### src/rtl/alu_ctrl_pkg.sv
// Shared op codes, sequencer states and widths for the ALU request sequencer.
package alu_ctrl_pkg;

    localparam int OP_W      = 3;
    localparam int OPERAND_W = 4;
    localparam int RESULT_W  = 8;

    typedef enum logic [OP_W-1:0] {
        OP_CMPA = 3'd0,
        OP_CMPB = 3'd1,
        OP_ADD  = 3'd2,
        OP_SUB  = 3'd3,
        OP_AND  = 3'd4,
        OP_OR   = 3'd5,
        OP_MUL  = 3'd6,
        OP_MULH = 3'd7
    } alu_op_e;

    typedef enum logic [1:0] {
        IDLE,
        EXEC,
        EXEC_HI,
        RESP
    } seq_state_e;

    function automatic int id_width(input int n);
        return (n > 1) ? $clog2(n) : 1;
    endfunction

endpackage

### src/rtl/alu_req_sequencer_if.sv
// Requester and response side of the ALU sequencer: per-requester valid/ready plus one response channel.
interface alu_req_sequencer_if import alu_ctrl_pkg::*; #(
    parameter int NUM_REQ = 2,
    parameter int ID_W    = id_width(NUM_REQ)
);
    logic [NUM_REQ-1:0]           req_valid;
    logic [NUM_REQ-1:0]           req_ready;
    logic [OP_W*NUM_REQ-1:0]      req_op;
    logic [OPERAND_W*NUM_REQ-1:0] req_a;
    logic [OPERAND_W*NUM_REQ-1:0] req_b;
    logic                         rsp_valid;
    logic                         rsp_ready;
    logic [ID_W-1:0]              rsp_id;
    logic [RESULT_W-1:0]          rsp_data;

    modport master (
        output req_valid, req_op, req_a, req_b, rsp_ready,
        input  req_ready, rsp_valid, rsp_id, rsp_data
    );

    modport slave (
        input  req_valid, req_op, req_a, req_b, rsp_ready,
        output req_ready, rsp_valid, rsp_id, rsp_data
    );
endinterface

### src/rtl/alu_req_sequencer_arbiter.sv
// One-hot arbiter: round-robin from the index after the last grant, or fixed lowest-index priority.
module rr_arbiter import alu_ctrl_pkg::*; #(
    parameter int NUM_REQ    = 2,
    parameter int FIXED_PRIO = 0
) (
    input  logic               clk,
    input  logic               rst_n,
    input  logic [NUM_REQ-1:0] req,
    input  logic               advance,
    output logic [NUM_REQ-1:0] grant
);
    localparam int IDX_W = id_width(NUM_REQ);

    logic [IDX_W-1:0] last;
    logic [IDX_W-1:0] base;
    logic [IDX_W-1:0] grant_idx;

    // Fixed priority is round-robin with the pointer pinned to the top index.
    assign base = (FIXED_PRIO != 0) ? IDX_W'(NUM_REQ - 1) : last;

    // Scan from lowest to highest priority so the last hit wins.
    always_comb begin
        int               cand;
        logic [IDX_W-1:0] cand_idx;
        grant     = '0;
        grant_idx = base;
        cand      = 0;
        cand_idx  = '0;
        for (int off = NUM_REQ; off >= 1; off--) begin
            cand     = (int'(base) + off) % NUM_REQ;
            cand_idx = IDX_W'(cand);
            if (req[cand_idx]) begin
                grant           = '0;
                grant[cand_idx] = 1'b1;
                grant_idx       = cand_idx;
            end
        end
    end

    always_ff @(posedge clk or negedge rst_n) begin
        if (!rst_n) begin
            last <= IDX_W'(NUM_REQ - 1);
        end else if (advance && (|req)) begin
            last <= grant_idx;
        end
    end

endmodule

### src/rtl/alu_req_sequencer.sv
// Shares one external 4-bit ALU between NUM_REQ requesters; MUL takes two passes for an 8-bit product.
module alu_req_sequencer import alu_ctrl_pkg::*; #(
    parameter int NUM_REQ    = 2,
    parameter int FIXED_PRIO = 0,
    parameter int ID_W       = id_width(NUM_REQ)
) (
    input  logic                 clk,
    input  logic                 rst_n,
    alu_req_sequencer_if.slave   bus,
    output logic [OPERAND_W-1:0] alu_a,
    output logic [OPERAND_W-1:0] alu_b,
    output logic [OP_W-1:0]      alu_s,
    input  logic [OPERAND_W-1:0] alu_out,
    output logic                 busy
);
    seq_state_e           state;
    seq_state_e           state_next;
    logic [NUM_REQ-1:0]   grant;
    logic                 accept;
    logic [OP_W-1:0]      sel_op;
    logic [OPERAND_W-1:0] sel_a;
    logic [OPERAND_W-1:0] sel_b;
    logic [ID_W-1:0]      sel_id;
    logic [RESULT_W-1:0]  data_q;
    logic [ID_W-1:0]      id_q;

    assign accept = (state == IDLE) && (|bus.req_valid);

    rr_arbiter #(
        .NUM_REQ    (NUM_REQ),
        .FIXED_PRIO (FIXED_PRIO)
    ) u_arb (
        .clk     (clk),
        .rst_n   (rst_n),
        .req     (bus.req_valid),
        .advance (accept),
        .grant   (grant)
    );

    always_comb begin
        sel_op = '0;
        sel_a  = '0;
        sel_b  = '0;
        sel_id = '0;
        for (int i = 0; i < NUM_REQ; i++) begin
            if (grant[i]) begin
                sel_op = bus.req_op[OP_W*i +: OP_W];
                sel_a  = bus.req_a[OPERAND_W*i +: OPERAND_W];
                sel_b  = bus.req_b[OPERAND_W*i +: OPERAND_W];
                sel_id = ID_W'(i);
            end
        end
    end

    always_ff @(posedge clk or negedge rst_n) begin
        if (!rst_n) begin
            state <= IDLE;
        end else begin
            state <= state_next;
        end
    end

    // A MUL is recognised in EXEC because alu_s still holds the low-half select there.
    always_comb begin
        state_next    = state;
        bus.req_ready = '0;
        case (state)
            IDLE: begin
                bus.req_ready = grant;
                if (accept) state_next = EXEC;
            end
            EXEC:    state_next = (alu_s == OP_MUL) ? EXEC_HI : RESP;
            EXEC_HI: state_next = RESP;
            RESP:    if (bus.rsp_ready) state_next = IDLE;
            default: state_next = IDLE;
        endcase
    end

    always_ff @(posedge clk or negedge rst_n) begin
        if (!rst_n) begin
            alu_a  <= '0;
            alu_b  <= '0;
            alu_s  <= '0;
            data_q <= '0;
            id_q   <= '0;
        end else begin
            case (state)
                IDLE: begin
                    if (accept) begin
                        alu_a <= sel_a;
                        alu_b <= sel_b;
                        alu_s <= sel_op;
                        id_q  <= sel_id;
                    end
                end
                EXEC: begin
                    data_q <= {4'h0, alu_out};
                    if (alu_s == OP_MUL) alu_s <= OP_MULH;
                end
                EXEC_HI: data_q[7:4] <= alu_out;
                default: ;
            endcase
        end
    end

    assign bus.rsp_valid = (state == RESP);
    assign bus.rsp_data  = data_q;
    assign bus.rsp_id    = id_q;
    assign busy          = (state != IDLE);

endmodule

### src/flat_wrapper.sv
// flat-port wrapper written by rule: the top's interface ports become plain ports
module alu_req_sequencer_flat import alu_ctrl_pkg::*;
#(
    parameter int NUM_REQ    = 2,
    parameter int FIXED_PRIO = 0,
    parameter int ID_W       = id_width(NUM_REQ)
)
  (clk, rst_n, alu_a, alu_b, alu_s, alu_out, busy, bus_req_valid, bus_req_op, bus_req_a, bus_req_b, bus_rsp_ready, bus_req_ready, bus_rsp_valid, bus_rsp_id, bus_rsp_data);
  alu_req_sequencer_if #(.NUM_REQ(NUM_REQ), .ID_W(ID_W)) bus_i ();
  input  logic clk;
  input  logic rst_n;
  output logic [OPERAND_W-1:0] alu_a;
  output logic [OPERAND_W-1:0] alu_b;
  output logic [OP_W-1:0] alu_s;
  input  logic [OPERAND_W-1:0] alu_out;
  output logic busy;
  input wire logic [$bits(bus_i.req_valid)-1:0] bus_req_valid;
  input wire logic [$bits(bus_i.req_op)-1:0] bus_req_op;
  input wire logic [$bits(bus_i.req_a)-1:0] bus_req_a;
  input wire logic [$bits(bus_i.req_b)-1:0] bus_req_b;
  input wire logic [$bits(bus_i.rsp_ready)-1:0] bus_rsp_ready;
  output wire logic [$bits(bus_i.req_ready)-1:0] bus_req_ready;
  output wire logic [$bits(bus_i.rsp_valid)-1:0] bus_rsp_valid;
  output wire logic [$bits(bus_i.rsp_id)-1:0] bus_rsp_id;
  output wire logic [$bits(bus_i.rsp_data)-1:0] bus_rsp_data;
  assign bus_i.req_valid = bus_req_valid;
  assign bus_i.req_op = bus_req_op;
  assign bus_i.req_a = bus_req_a;
  assign bus_i.req_b = bus_req_b;
  assign bus_i.rsp_ready = bus_rsp_ready;
  assign bus_req_ready = bus_i.req_ready;
  assign bus_rsp_valid = bus_i.rsp_valid;
  assign bus_rsp_id = bus_i.rsp_id;
  assign bus_rsp_data = bus_i.rsp_data;
  alu_req_sequencer #(.NUM_REQ(NUM_REQ), .FIXED_PRIO(FIXED_PRIO), .ID_W(ID_W)) u_core (.clk(clk), .rst_n(rst_n), .bus(bus_i), .alu_a(alu_a), .alu_b(alu_b), .alu_s(alu_s), .alu_out(alu_out), .busy(busy));
endmodule
### config.mk
export PLATFORM = sky130hd
export DESIGN_NAME = alu_req_sequencer_flat
export DESIGN_NICKNAME = d
export VERILOG_FILES = /design/src/rtl/alu_ctrl_pkg.sv /design/src/rtl/alu_req_sequencer_if.sv /design/src/rtl/alu_req_sequencer_arbiter.sv /design/src/rtl/alu_req_sequencer.sv /design/src/flat_wrapper.sv
export SDC_FILE = /design/constraint.sdc
export NUM_CORES = 1
export LEC_CHECK = 0
export CORE_AREA = 3 3 57 59
export CTS_BUF_LIST = sky130_fd_sc_hd__clkbuf_2 sky130_fd_sc_hd__clkbuf_4 sky130_fd_sc_hd__clkbuf_8
export DETAILED_ROUTE_END_ITERATION = 10
export DIE_AREA = 0 0 60 62
export GPL_TIMING_DRIVEN = 0
export PLACE_DENSITY = 0.79
export SYNTH_ARGS = -nofsm -noshare
export SYNTH_HDL_FRONTEND = slang
export SYNTH_SLANG_ARGS = --single-unit
### constraint.sdc
create_clock -name clk -period 2.2 [get_ports clk]
set_clock_uncertainty 0.2 [all_clocks]
set_input_delay 0.44 -clock clk [delete_from_list [all_inputs] [get_ports clk]]
set_output_delay 0.44 -clock clk [all_outputs]
set_load 0.05 [all_outputs]
Yosys cells after proc, flatten, opt, wreduce, memory -nomap -nowiden
Index checks and enable logic that the tools add are counted.
{"block": "word_totals", "ff_bits": 23, "input_bits": 31, "out_inout_bits": 24, "elab_cells": 63}
{"block": "classes", "add_sub_neg": 2, "magnitude_cmp": 4, "n_eq_ne": 7, "mux": 28, "n_reduce_logical": 14}
{"op": "$mux 4", "n": 4}
{"op": "$mux 3", "n": 4}
{"op": "$mux 1", "n": 10}
{"op": "$mux 2", "n": 5}
{"op": "$pmux 2 s4", "n": 1}
{"op": "$pmux 4 s2", "n": 1}
{"op": "$reduce_bool 2->1", "n": 4}
{"op": "$pmux 3 s2", "n": 1}
{"op": "$reduce_and 2->1", "n": 3}
{"op": "$eq 2x2->1 const B", "n": 2}
{"op": "$logic_and 1x1->1", "n": 4}
{"op": "$lt 1x2->1 const B", "n": 2}
{"op": "$ne 2x2->1 const B", "n": 2}
{"op": "$eq 3x3->1 const B", "n": 1}
{"op": "$reduce_and 3->1", "n": 1}
{"op": "$add 1x1->1 const B", "n": 2}
{"op": "$demux 1 s1", "n": 2}
{"op": "$eq 2x1->1 const B", "n": 1}
{"op": "$ge 1x1->1 const B", "n": 2}
{"op": "$logic_not 2->1", "n": 1}
{"op": "$ne 2x1->1 const B", "n": 1}
{"op": "$reduce_or 2->1", "n": 1}

Longest topological paths before layout
Gate-level depths: netlist of run 1.
{"block": "depth", "depth_word": 11, "mapped_depth": 7}

Modules after synthesis
Synthesis of run 1 repeated with hierarchy kept, for this count alone.
{"block": "hier_totals", "hier_cells": 109, "area_unflattened_um2": 1134.8}
{"module": "alu_req_sequencer", "n_inst": 1, "cells_each": 103, "area_per_inst_um2": 1078.5, "seq_area_each_um2": 550.5}
{"module": "rr_arbiter", "n_inst": 1, "cells_each": 6, "area_per_inst_um2": 56.3, "seq_area_each_um2": 26.3}

Worst setup path after synthesis of run 1
No wires, ideal clock.
{"block": "synth_timing", "kind": "reg2out", "from": "register u_core.u_arb.last (netlist: u_core.u_arb.base)", "to": "output port bus_req_ready[0]", "t_arrival_ns": 1.312, "required_time_ns": 1.560, "setup_slack_ns": 0.248, "stages_incl_launch_ff": 4, "n_path_buf": 1, "path_cell_list": "dfstp_2 nand2b_1 buf_2 and3_1"}
{"block": "synth_between", "elab_chain_len": 8, "elab_cells_between_ends": 19, "cone_classes": "2 x add/sub; 4 x order compare; 11 x mux; 2 x reduce/logical"}
{"item": "start, declared", "line_no": "alu_req_sequencer_arbiter.sv:14", "text": "logic [IDX_W-1:0] last;"}
{"item": "start signal, assigned", "line_no": "alu_req_sequencer_arbiter.sv:42", "text": "last <= IDX_W'(NUM_REQ - 1);"}
{"item": "start signal, assigned", "line_no": "alu_req_sequencer_arbiter.sv:44", "text": "last <= grant_idx;"}
{"item": "$add 1x1->1", "line_no": "alu_req_sequencer_arbiter.sv:30", "text": "cand = (int'(base) + off) % NUM_REQ;"}
{"item": "$lt 1x2->1 (implied by the code) / $ge 1x1->1 (equally long branches)", "line_no": "alu_req_sequencer_arbiter.sv:34", "text": "grant[cand_idx] = 1'b1;"}
{"item": "$logic_and 1x1->1 (implied by the code)", "line_no": "alu_req_sequencer_arbiter.sv:34"}
{"item": "$mux 1 (implied by the code)", "line_no": "alu_req_sequencer_arbiter.sv:34"}
{"item": "$demux 1 s1", "line_no": "alu_req_sequencer_arbiter.sv:34"}
{"item": "$mux 2", "line_no": "alu_req_sequencer_arbiter.sv:32", "text": "if (req[cand_idx]) begin"}
{"item": "$mux 2 (*)", "line_no": "alu_req_sequencer_arbiter.sv:32"}
{"item": "$mux 2 (*)", "line_no": "alu_req_sequencer.sv:67", "text": "case (state)"}
{"item": "end, declared", "line_no": "flat_wrapper.sv:22", "text": "output wire logic [$bits(bus_i.req_ready)-1:0] bus_req_ready;"}
Every way passes the cells marked *; elsewhere a longest branch is shown, timed or not. The select of a mux whose other input is x is not followed.

Final worst setup path of run 1
{"block": "layout_timing", "from": "register u_core.data_q[1] (netlist: u_core.bus.rsp_data[1])", "to": "output port bus_rsp_data[1]"}
{"item": "start, declared", "line_no": "alu_req_sequencer.sv:24", "text": "logic [RESULT_W-1:0] data_q;"}
{"item": "start signal, assigned", "line_no": "alu_req_sequencer.sv:97", "text": "data_q <= {4'h0, alu_out};"}
{"item": "end, declared", "line_no": "flat_wrapper.sv:25", "text": "output wire logic [$bits(bus_i.rsp_data)-1:0] bus_rsp_data;"}
No word-level cell between the ends.

==> summary.md, run 1 <==
| Metric | Value |
|---|---|
| # clock sinks | `23` |
| Placeable Area | `0.00276 mm²` |
| Leakage | `0.827 nW` |
| Worst-Skew Late Latency | `0.32 ns` |
| P&R area growth vs syn | `57.0%` |
| Avg Inst Size Synth | `10.7 µm²` |
| Global-route wire length before repair | `4760 µm` |
| Hold Crit Class | `primary input to flip-flop` |
| CTS tree | `built` |
| DR vias/cell | `5.37` |
| Die W | `60 µm` |
| Seq pwr share | `28.3%` |
| R2r endpoint | `u_core.state[1]$_DFFE_PN0P_` |
| Final setup fails | `0` |
| All-Layer GR Usage | `17.2%` |
| Final WL | `2840 µm` |
| Htree depth | `1` |
| Pre-CTS WS | `-0.826 ns` |
| Clock buffer depth | `2` |
| Crit end category | `output pin` |
| Final slew viol count | `0` |
| WP buf/inv | `1` |
| Routed len/inst | `14.5 µm` |
| Worst EP required | `1.56 ns` |
| DRT iter0 DRCs | `15` |
| Yosys reg bits | `23` |
| Final period utilization | `97.8%` |
| I/O pins | `55` |
| Clock Power Share | `7.3%` |
| Worst r2r src | `u_core.state[1]$_DFFE_PN0P_` |
| Post-synth net total | `141` |
| Minimum clock period | `2.15 ns` |
| Critical Setup Path Class | `flip-flop to output pin` |
| Reg clk slew, reported paths | `0.13 ns` |
| Largest stage delay, worst path | `0.81 ns` |
| GP Congestion | `0.743` |
| Tightest Pin Transition | `0.992 ns` |
| Total Power | `2.72 mW` |
| Gr ovfl total | `0` |
| WP depth | `1` |
| Register area | `578 µm²` |
| Final ANT Viol Nets | `0` |
| Switching Power | `1.38 mW` |
| Post-Layout Cell Count | `196` |
| Mapped cell area | `0.00113 mm²` |
| Sequential share of the synthesized area | `50.9%` |
| Post-detail-place hpwl | `2220 µm` |
| Critical Path Slowest Stage Cell | `clkdlybuf4s50_1` |
| Status | `completed` |
| Hold Crit Depth | `3` |
| Delay-heaviest family, CP | `buffers and inverters` |
| Fill count | `228` |
| ANT cells | `0` |
| Pre-antenna DRT Iters | `4` |
| Yosys warns | `0` |
| Comb power frac | `64.4%` |
| Hold Buf Count CTS | `0` |
| Vias in the first global route | `1097` |
| Switching Share | `50.8%` |
| Max-cap viol count | `0` |
| Critical path, cell by cell | `clkdlybuf4s50_1` |
| CTS Buf Count | `3` |
| Syn Inst Count | `106` |
| Buffers on Ports | `53` |
| Internal power | `1.34 mW` |
| R2R depth | `6` |
| Final hold violations | `0` |
| Crit-path max FO | `2` |
| Inst Count DP | `190` |
| Setup crit end | `bus_rsp_data[1]` |
| Peak supply drop | `1150 µV` |
| Distinct cells, synth | `31` |
| Vias | `1053` |
| Clk root buf | `clkbuf_4` |
| Crit path launch type | `flip-flop` |
| Critical path origin | `u_core.bus.rsp_data[1]$_DFFE_PN0P_` |
| Die area | `0.00372 mm²` |
| Max Freq | `465 MHz` |
| Pwr/cell area | `1530 mW/mm²` |
| DR DRC count | `0` |
| R2r setup slk | `0.25 ns` |
| Combined area of the multi-input logic cells | `495 µm²` |
| Post-route setup slack | `0.0477 ns` |
| Num rows | `19` |
| Critical Path AT | `1.51 ns` |
| Share of cells above drive strength 1 | `15.8%` |
| Initial Utilization | `41.1%` |
| Die Y | `62 µm` |
| Max_slew headroom | `33.7%` |
| Initial antenna violation count | `0` |
| Largest net degree at the start of global routing | `24` |
| Nets | `201` |
==> cells in the final DEF (no fill, tap or decap), types with 2 or more instances in the layout <==
cell type,count
buf_4,4
o21ai_0,5
ha_1,4
a31oi_1,2
a21oi_1,9
dfrtp_1,21
mux2_2,6
buf_6,4
nand2_1,2
nor2_1,10
a32oi_1,9
dlygate4sd2_1,4
dlymetal6s2s_1,7
a32o_1,2
clkdlybuf4s50_1,38
nand3_1,4
clkbuf_4,4
inv_1,6
clkbuf_1,3
==> state kept, by name (all words and copies together) (netlist names) <==
signal	count
u_core.alu_s	3
u_core.bus.rsp_id	1
u_core.bus.rsp_data	8
u_core.alu_b	4
u_core.state	2
u_core.alu_a	4
u_core.u_arb.base	1
==> per-layer routing <==
layer | global-route usage [%] | part of all wire, % | vias up
li1 | - | - | 504
met1 | 17.7 | 39 | 507
met2 | 31.2 | 49 | 37
met3 | 6.40 | 9.9 | 5
met4 | 7.59 | 1.8 | 0
met5 | 0 | 0 | -
==> what timing repair did <==
| action | 4_1_cts | 5_1_grt |
|---|---|---|
| endpoints found under the setup margin | 7 | 10 |
| buffers inserted | 0 | 3 |
| gates resized for setup | 27 | 13 |
==> cell families after synthesis <==
family                   Yosys count  synth area share (%)
AND/OR/NAND/NOR                   23                  9.84
buffers and inverters             15                  6.85
flip-flops                        23                  50.9
AO/OA/AOI/OAI                     34                  21.0
multiplexers                       7                  6.96
adder cells (fa/ha/maj)            4                  4.42
==> synthesized netlist by cell type <==
| cell type | number | area, µm² |
|---|---|---|
| o21ai_0 | 5 | 25.0 |
| buf_2 | 2 | 10.0 |
| a32o_1 | 2 | 20.0 |
| o21a_1 | 1 | 7.51 |
| nor2b_1 | 1 | 6.26 |
| clkbuf_1 | 3 | 11.3 |
| nand2b_1 | 2 | 12.5 |
| o21ai_1 | 1 | 5.00 |
| or2_1 | 1 | 6.26 |
| a41oi_1 | 1 | 8.76 |
| dfrtp_1 | 22 | 551 |
| and2_1 | 1 | 6.26 |
| mux2_2 | 6 | 67.6 |
| nand3_1 | 4 | 20.0 |
| a21oi_1 | 9 | 45.0 |
| buf_6 | 2 | 22.5 |
| or3b_1 | 1 | 8.76 |
| and3_1 | 1 | 6.26 |
| nor2_1 | 10 | 37.5 |
| a21o_1 | 1 | 7.51 |
| a21boi_2 | 1 | 11.3 |
| nand2_1 | 2 | 7.51 |
| a311oi_1 | 1 | 8.76 |
| mux2_1 | 1 | 11.3 |
| a211oi_1 | 1 | 7.51 |
| a32oi_1 | 9 | 78.8 |
| ha_1 | 4 | 50.1 |
| a31oi_1 | 2 | 12.5 |
| inv_1 | 7 | 26.3 |
| dfstp_2 | 1 | 26.3 |
| buf_4 | 1 | 7.51 |
==> power groups by stage <==
stage	Combinational [mW]	Clock, mW	Sequential (mW)
5_1_grt	1.87	0.225	0.798
4_1_cts	1.72	0.210	0.766
3_5_place_dp	1.73	0	0.773
2_1_floorplan	0.616	0	1.32
6_report	1.75	0.200	0.769
3_3_place_gp	1.71	0	0.760
==> per-stage QoR <==
stage / TNS [ns] / hold WS, ns / util (%) / cell area, µm²
2_1_floorplan: 0 / -0.0556 / - / 1130
3_3_place_gp: -1.62 / 0.286 / 61.7 / 1700
3_5_place_dp: -1.71 / 0.300 / 61.7 / 1700
4_1_cts: 0 / 0.299 / 62.9 / 1730
5_1_grt: -0.0371 / 0.327 / 64.5 / 1780
6_report: 0 / 0.319 / 64.5 / 1780
==> worst min path at each step <==
stage,start,to,slack (ns)
2_1_floorplan,rst_n,u_core.alu_a[0]$_DFFE_PN0P_,-0.06
3_5_place_dp,u_core.bus.rsp_data[0]$_DFFE_PN0P_,u_core.bus.rsp_data[0]$_DFFE_PN0P_,0.30
3_3_place_gp,u_core.bus.rsp_id$_DFFE_PN0P_,u_core.bus.rsp_id$_DFFE_PN0P_,0.29
5_1_grt,bus_req_valid[0],u_core.bus.rsp_id$_DFFE_PN0P_,0.33
6_report,bus_req_valid[0],u_core.bus.rsp_id$_DFFE_PN0P_,0.32
4_1_cts,bus_req_valid[0],u_core.bus.rsp_id$_DFFE_PN0P_,0.30
==> final cells by class <==
type                            instances  share of cell area (%)
Multi-Input combinational cell         68                    27.9
Tap cell                               31                    2.18
Buffer                                  7                    2.60
Sequential cell                        23                    32.5
Clock buffer                            3                    1.27
Clock inverter                          1                   0.281
Timing Repair Buffer                   56                    31.8
Inverter                                7                    1.48
(Power assumes the default switching activity.)
==> inputs of run 2 (changes only) <==
- CAP_MARGIN: not set -> 10
==> results of run 2 <==
Same layout as run 1: the final DEF is identical, and so are final timing and power.
==> RTL change 1 (config.mk and constraints of run 1) <==
`NUM_REQ` is set to 2 in 4 places; all go to 1.
--- a/src/rtl/alu_req_sequencer_if.sv
+++ b/src/rtl/alu_req_sequencer_if.sv
@@ -1,5 +1,5 @@
 // Requester and response side of the ALU sequencer: per-requester valid/ready plus one response channel.
 interface alu_req_sequencer_if import alu_ctrl_pkg::*; #(
-    parameter int NUM_REQ = 2,
+    parameter int NUM_REQ = 1,
     parameter int ID_W    = id_width(NUM_REQ)
 );
--- a/src/rtl/alu_req_sequencer_arbiter.sv
+++ b/src/rtl/alu_req_sequencer_arbiter.sv
@@ -1,5 +1,5 @@
 // One-hot arbiter: round-robin from the index after the last grant, or fixed lowest-index priority.
 module rr_arbiter import alu_ctrl_pkg::*; #(
-    parameter int NUM_REQ    = 2,
+    parameter int NUM_REQ    = 1,
     parameter int FIXED_PRIO = 0
 ) (
--- a/src/rtl/alu_req_sequencer.sv
+++ b/src/rtl/alu_req_sequencer.sv
@@ -1,5 +1,5 @@
 // Shares one external 4-bit ALU between NUM_REQ requesters; MUL takes two passes for an 8-bit product.
 module alu_req_sequencer import alu_ctrl_pkg::*; #(
-    parameter int NUM_REQ    = 2,
+    parameter int NUM_REQ    = 1,
     parameter int FIXED_PRIO = 0,
     parameter int ID_W       = id_width(NUM_REQ)
--- a/src/flat_wrapper.sv
+++ b/src/flat_wrapper.sv
@@ -2,5 +2,5 @@
 module alu_req_sequencer_flat import alu_ctrl_pkg::*;
 #(
-    parameter int NUM_REQ    = 2,
+    parameter int NUM_REQ    = 1,
     parameter int FIXED_PRIO = 0,
     parameter int ID_W       = id_width(NUM_REQ)
Interface: changed (5 resized); port bits go from 55 to 42. No check against the original RTL was run, so the function may have changed too.
==> RTL change 1 against run 1 <==
Cell area is 19% lower; worst setup slack better by 0.028 ns; utilization is 12 points lower; highest routed layer unchanged; count of clock-buffer cells in the layout is 1 higher; routed wire length is 21% lower; sequential cell count is 2 lower; largest cell class is now registers; synthesized area is 17% lower.
Power is not shown: default switching activity piles up to over one toggle a cycle in this logic, so the estimate is an artifact.
==> RTL change 1: results (changes against run 1) <==
stage,metric,value,unit,change
finish,count of flip-flops and latches,21,,-8.7%
logic_synthesis,Commonest cells post-synth,"dfrtp_1 (21), mux2_2 (15), inv_1 (9)",,
logic_synthesis,largest cells by area after synthesis,"dfrtp_1 (56%), mux2_2 (18%), ha_1 (6.6%), inv_1 (3.6%), o21ai_0 (2.6%)",,
global_route,first-pass GRT wire length,3.69,mm,-22%
clock_tree,clk_lat worst skew,0.30,ns,-0.02 ns
global_route,number of global-route vias before repair,800,,-27%
finish,# nets final,148,,-26%
clock_tree,"Clk pin slew, worst setup/hold paths",0.11,ns,-0.02 ns
logic_synthesis,Syn Inst Count,78,,-26%
finish,Signal inverters,10,,+3
route,Vias per Instance,4.72,,-12%
finish,area of the multi-input gates,383,µm²,-23%
logic_synthesis,Compound-Gate Fraction of Synth Area,0.0742,,-0.136
finish,Seq/total area,0.366,,+0.0414
route,DRT Pass-1 Iters,3,,-1
finish,Fill cells,260,,+14%
logic_synthesis,post-synthesis net count,102,,-28%
placed_design,Placer Congestion,0.722,,-2.8%
logic_synthesis,"Seq/Total Area, Yosys",0.556,,+0.0469
logic_synthesis,mux share of post-synthesis cell area,0.179,,+0.109
outcome,status,finished clean,,
global_route,Overall Global Routing Usage,0.136,,-0.0354
placed_design,# port buffers,40,,-25%
clock_tree,# H-tree levels,1,,unchanged
timing,Max-slew headroom,0.379,,+0.0429
finish,nonclk buf count,44,,-30%
route,total number of vias,727,,-31%
finish,Multi-In Gates,44,,-35%
placed_design,DP HPWL,1.71,mm,-23%
worst_hold_path,worst min path class,reg2reg,,
finish,Clock Buffer Count,4,,+1
[RTL change 1: changes by cell type after synthesis, sizes merged, moves of 3 or more]
cell | run 1 | this run
a21oi | 9 | 2
a32oi | 9 | 1
buf | 5 | 2
mux2 | 7 | 15
inv | 7 | 10
nor2 | 10 | 6
[RTL change 1: final timing paths]
check,startpoint,to,slack [ns],cells after the start
worst max-delay path,u_core.bus.rsp_data[1],bus_rsp_data[1],0.08,1
worst min-delay path,u_core.alu_b[2],u_core.alu_b[2],0.31,1
worst max register to register,u_core.state[1],u_core.alu_s[1],0.53,5
worst min register to register,u_core.alu_b[2],u_core.alu_b[2],0.31,1
max in group asynchronous,rst_n,u_core.alu_s[0],0.79,1
min in group asynchronous,rst_n,u_core.bus.rsp_data[1],0.45,1
[RTL change 1: metal layers]
| layer | GRT usage | wire [µm] | up-vias | share of wire |
|---|---|---|---|---|
| met1 | 0.152 | 907 | 356 | 0.40 |
| met5 | 0 | 0 | - | 0 |
| met3 | 0.0248 | 91 | 2 | 0.040 |
| met4 | 0.0665 | 27 | 0 | 0.012 |
| li1 | - | - | 350 | - |
| met2 | 0.250 | 1230 | 19 | 0.55 |
[RTL change 1: stage by stage]
stage                     setup TNS, ns  hold WS, ns   util  instance area (µm²)  worst slack, ns
after floorplan                       0      -0.0556      -                  945            0.308
after global placement           -0.575        0.286  0.502                 1380           -0.540
after detailed placement         -0.630        0.291  0.502                 1380           -0.539
after CTS                       -0.0233        0.320  0.515                 1420          -0.0123
after global routing                  0        0.335  0.520                 1430          0.00208
final                                 0        0.314  0.520                 1430           0.0755
[RTL change 1: repair_timing]
action	in CTS	in global routing
setup endpoints to repair	3	6
buffers inserted	0	1
resized for setup	12	10
pin swaps	0	0
==> RTL change 2 (settings of run 1) <==
Without the edit above. Re-encode `seq_state_e` (4 states) as one-hot, 4 bits wide.
--- a/src/rtl/alu_ctrl_pkg.sv
+++ b/src/rtl/alu_ctrl_pkg.sv
@@ -17,9 +17,9 @@
     } alu_op_e;
 
-    typedef enum logic [1:0] {
-        IDLE,
-        EXEC,
-        EXEC_HI,
-        RESP
+    typedef enum logic [3:0] {
+        IDLE    = 4'b0001,
+        EXEC    = 4'b0010,
+        EXEC_HI = 4'b0100,
+        RESP    = 4'b1000
     } seq_state_e;
 
Check against the original RTL: no difference found for any inputs over 10 cycles, from zero or initial values and one cycle with rst_n low; not proved beyond that.
==> RTL change 2 against run 1 <==
Worst setup slack got worse by 0.044 ns; largest power group unchanged; maximum frequency fell by 2.0%; cell area grew 13%; sequential power rose by 6.0%; power up 12%; critical path type unchanged; sequential cell count grew 2; synthesized cell count shrank 2.8%; synthesized area grew 11%; count of clock-buffer cells in the layout unchanged; routed wire length grew 12%; die area stayed put; hold slack worse by 0.015 ns; sequential share of layout area is 1.2 points lower.
==> RTL change 2: results (changes against run 1) <==
stage,metric,value,unit,change
outcome,status,finished clean,,
critical_path,CP max-delay cell,dfstp_2,,
placed_design,Area after DPL,0.00185,mm²,+8.7%
placed_design,Inst Count DP,188,,-1.1%
critical_path,crit path max fanout,5,,+3
critical_path,WP data arrival,1.56,ns,+0.05 ns
logic_synthesis,Synth Area in Adders,0,,-0.0442
global_route,Overall Global Routing Usage,0.183,,+0.0110
route,final WL,3.18,mm,+12%
critical_path,r2r worst-path depth,3,,-3
worst_hold_path,worst hold start,u_core.bus.rsp_id,,
placed_design,DP HPWL,2.25,mm,+1.4%
timing,WHS,0.303,ns,-0.0155 ns
critical_path,critical path's largest stage delay,0.56,ns,-0.25 ns
worst_hold_path,worst min path class,reg2reg,,
logic_synthesis,Syn Inst Count,103,,-2.8%
logic_synthesis,"Seq/Total Area, Yosys",0.500,,-0.00939
logic_synthesis,Netlist cell types,34,,+9.7%
route,Vias per Instance,5.45,,+1.4%
global_route,largest net degree at the start of global routing,26,,+8.3%
logic_synthesis,largest cells by area after synthesis,"dfrtp_1 (46%), a32o_1 (8.0%), mux2_2 (7.2%), mux2_4 (7.2%), dfstp_2 (4.2%)",,
placed_design,# port buffers,54,,+1.9%
logic_synthesis,Commonest cells post-synth,"dfrtp_1 (23), a32o_1 (10), mux2_2 (8), a21oi_1 (6), mux2_4 (6)",,
pwr,leakage power,0.00101,µW,+22%
route,wl on met1,1.37,mm,+24%
logic_synthesis,post-synthesis net count,134,,-5.0%
route,met2 WL,1.48,mm,+5.2%
route,total number of vias,1079,,+2.5%
placed_design,DP Worst Slack,-1.17,ns,-0.347 ns
global_route,first-pass GRT wire length,5.03,mm,+5.7%
critical_path,worst reg2reg setup slack,0.27,ns,+0.02 ns
finish,# nets final,199,,-1.0%
timing,worst slew pin tran,1.13,ns,+0.140 ns
pwr,VDD IR max,1.24,mV,+8.2%
[RTL change 2: how the worst max path moves through the flow]
stage | start | to | slack, ns | cells after the start
after floorplan | u_core.state[0] | bus_req_ready[0] | 0.06 | 3
after global routing | u_core.state[3] | bus_req_ready[0] | -0.07 | 4
final | u_core.state[0] | bus_req_ready[0] | 0.004 | 4
after global placement | bus_req_valid[1] | bus_req_ready[1] | -1.14 | 5
after CTS | u_core.state[0] | bus_req_ready[0] | -0.02 | 4
after detailed placement | bus_req_valid[1] | bus_req_ready[1] | -1.17 | 5
[RTL change 2: kinds of logic (layout without fill, tap and decap cells)]
group	after synthesis	after routing
mux	15	15
compound gates	31	31
buf+inv	10	74
flops	25	25
simple gates	22	22
[RTL change 2: layout make-up]
cell class,count,area (µm²)
flip-flops and latches,25,628
clock inverters,1,5.00
clock buffers,3,22.5
inverters,2,7.51
multi-input cells,68,616
fillers,215,753
repair buffers,63,647
well taps,31,38.8
plain buffers,5,40.0
[RTL change 2: report_power, final]
| group | total [µW] | internal, µW | switching, µW |
|---|---|---|---|
| registers | 815 | 678 | 137 |
| logic | 2030 | 855 | 1170 |
| clock network | 206 | 68.1 | 138 |
| total | 3050 | 1600 | 1450 |
[RTL change 2: timing repair]
action,4_1_cts,5_1_grt
setup endpoints to repair,6,19
pin swaps,2,3
setup buffers,4,5
resized for setup,43,21
[RTL change 2: routing by layer]
layer	vias to the layer above	GRT usage
met2	48	0.287
met3	4	0.0558
li1	517	-
met1	510	0.239
met5	-	0
met4	0	0.0665
[RTL change 2: critical path, delay by kind of cell (launching register included)]
kind,cells,cell delay [ns]
AND/OR/NAND/NOR,2,0.37
buffers and inverters,2,0.32
flip-flops,1,0.56
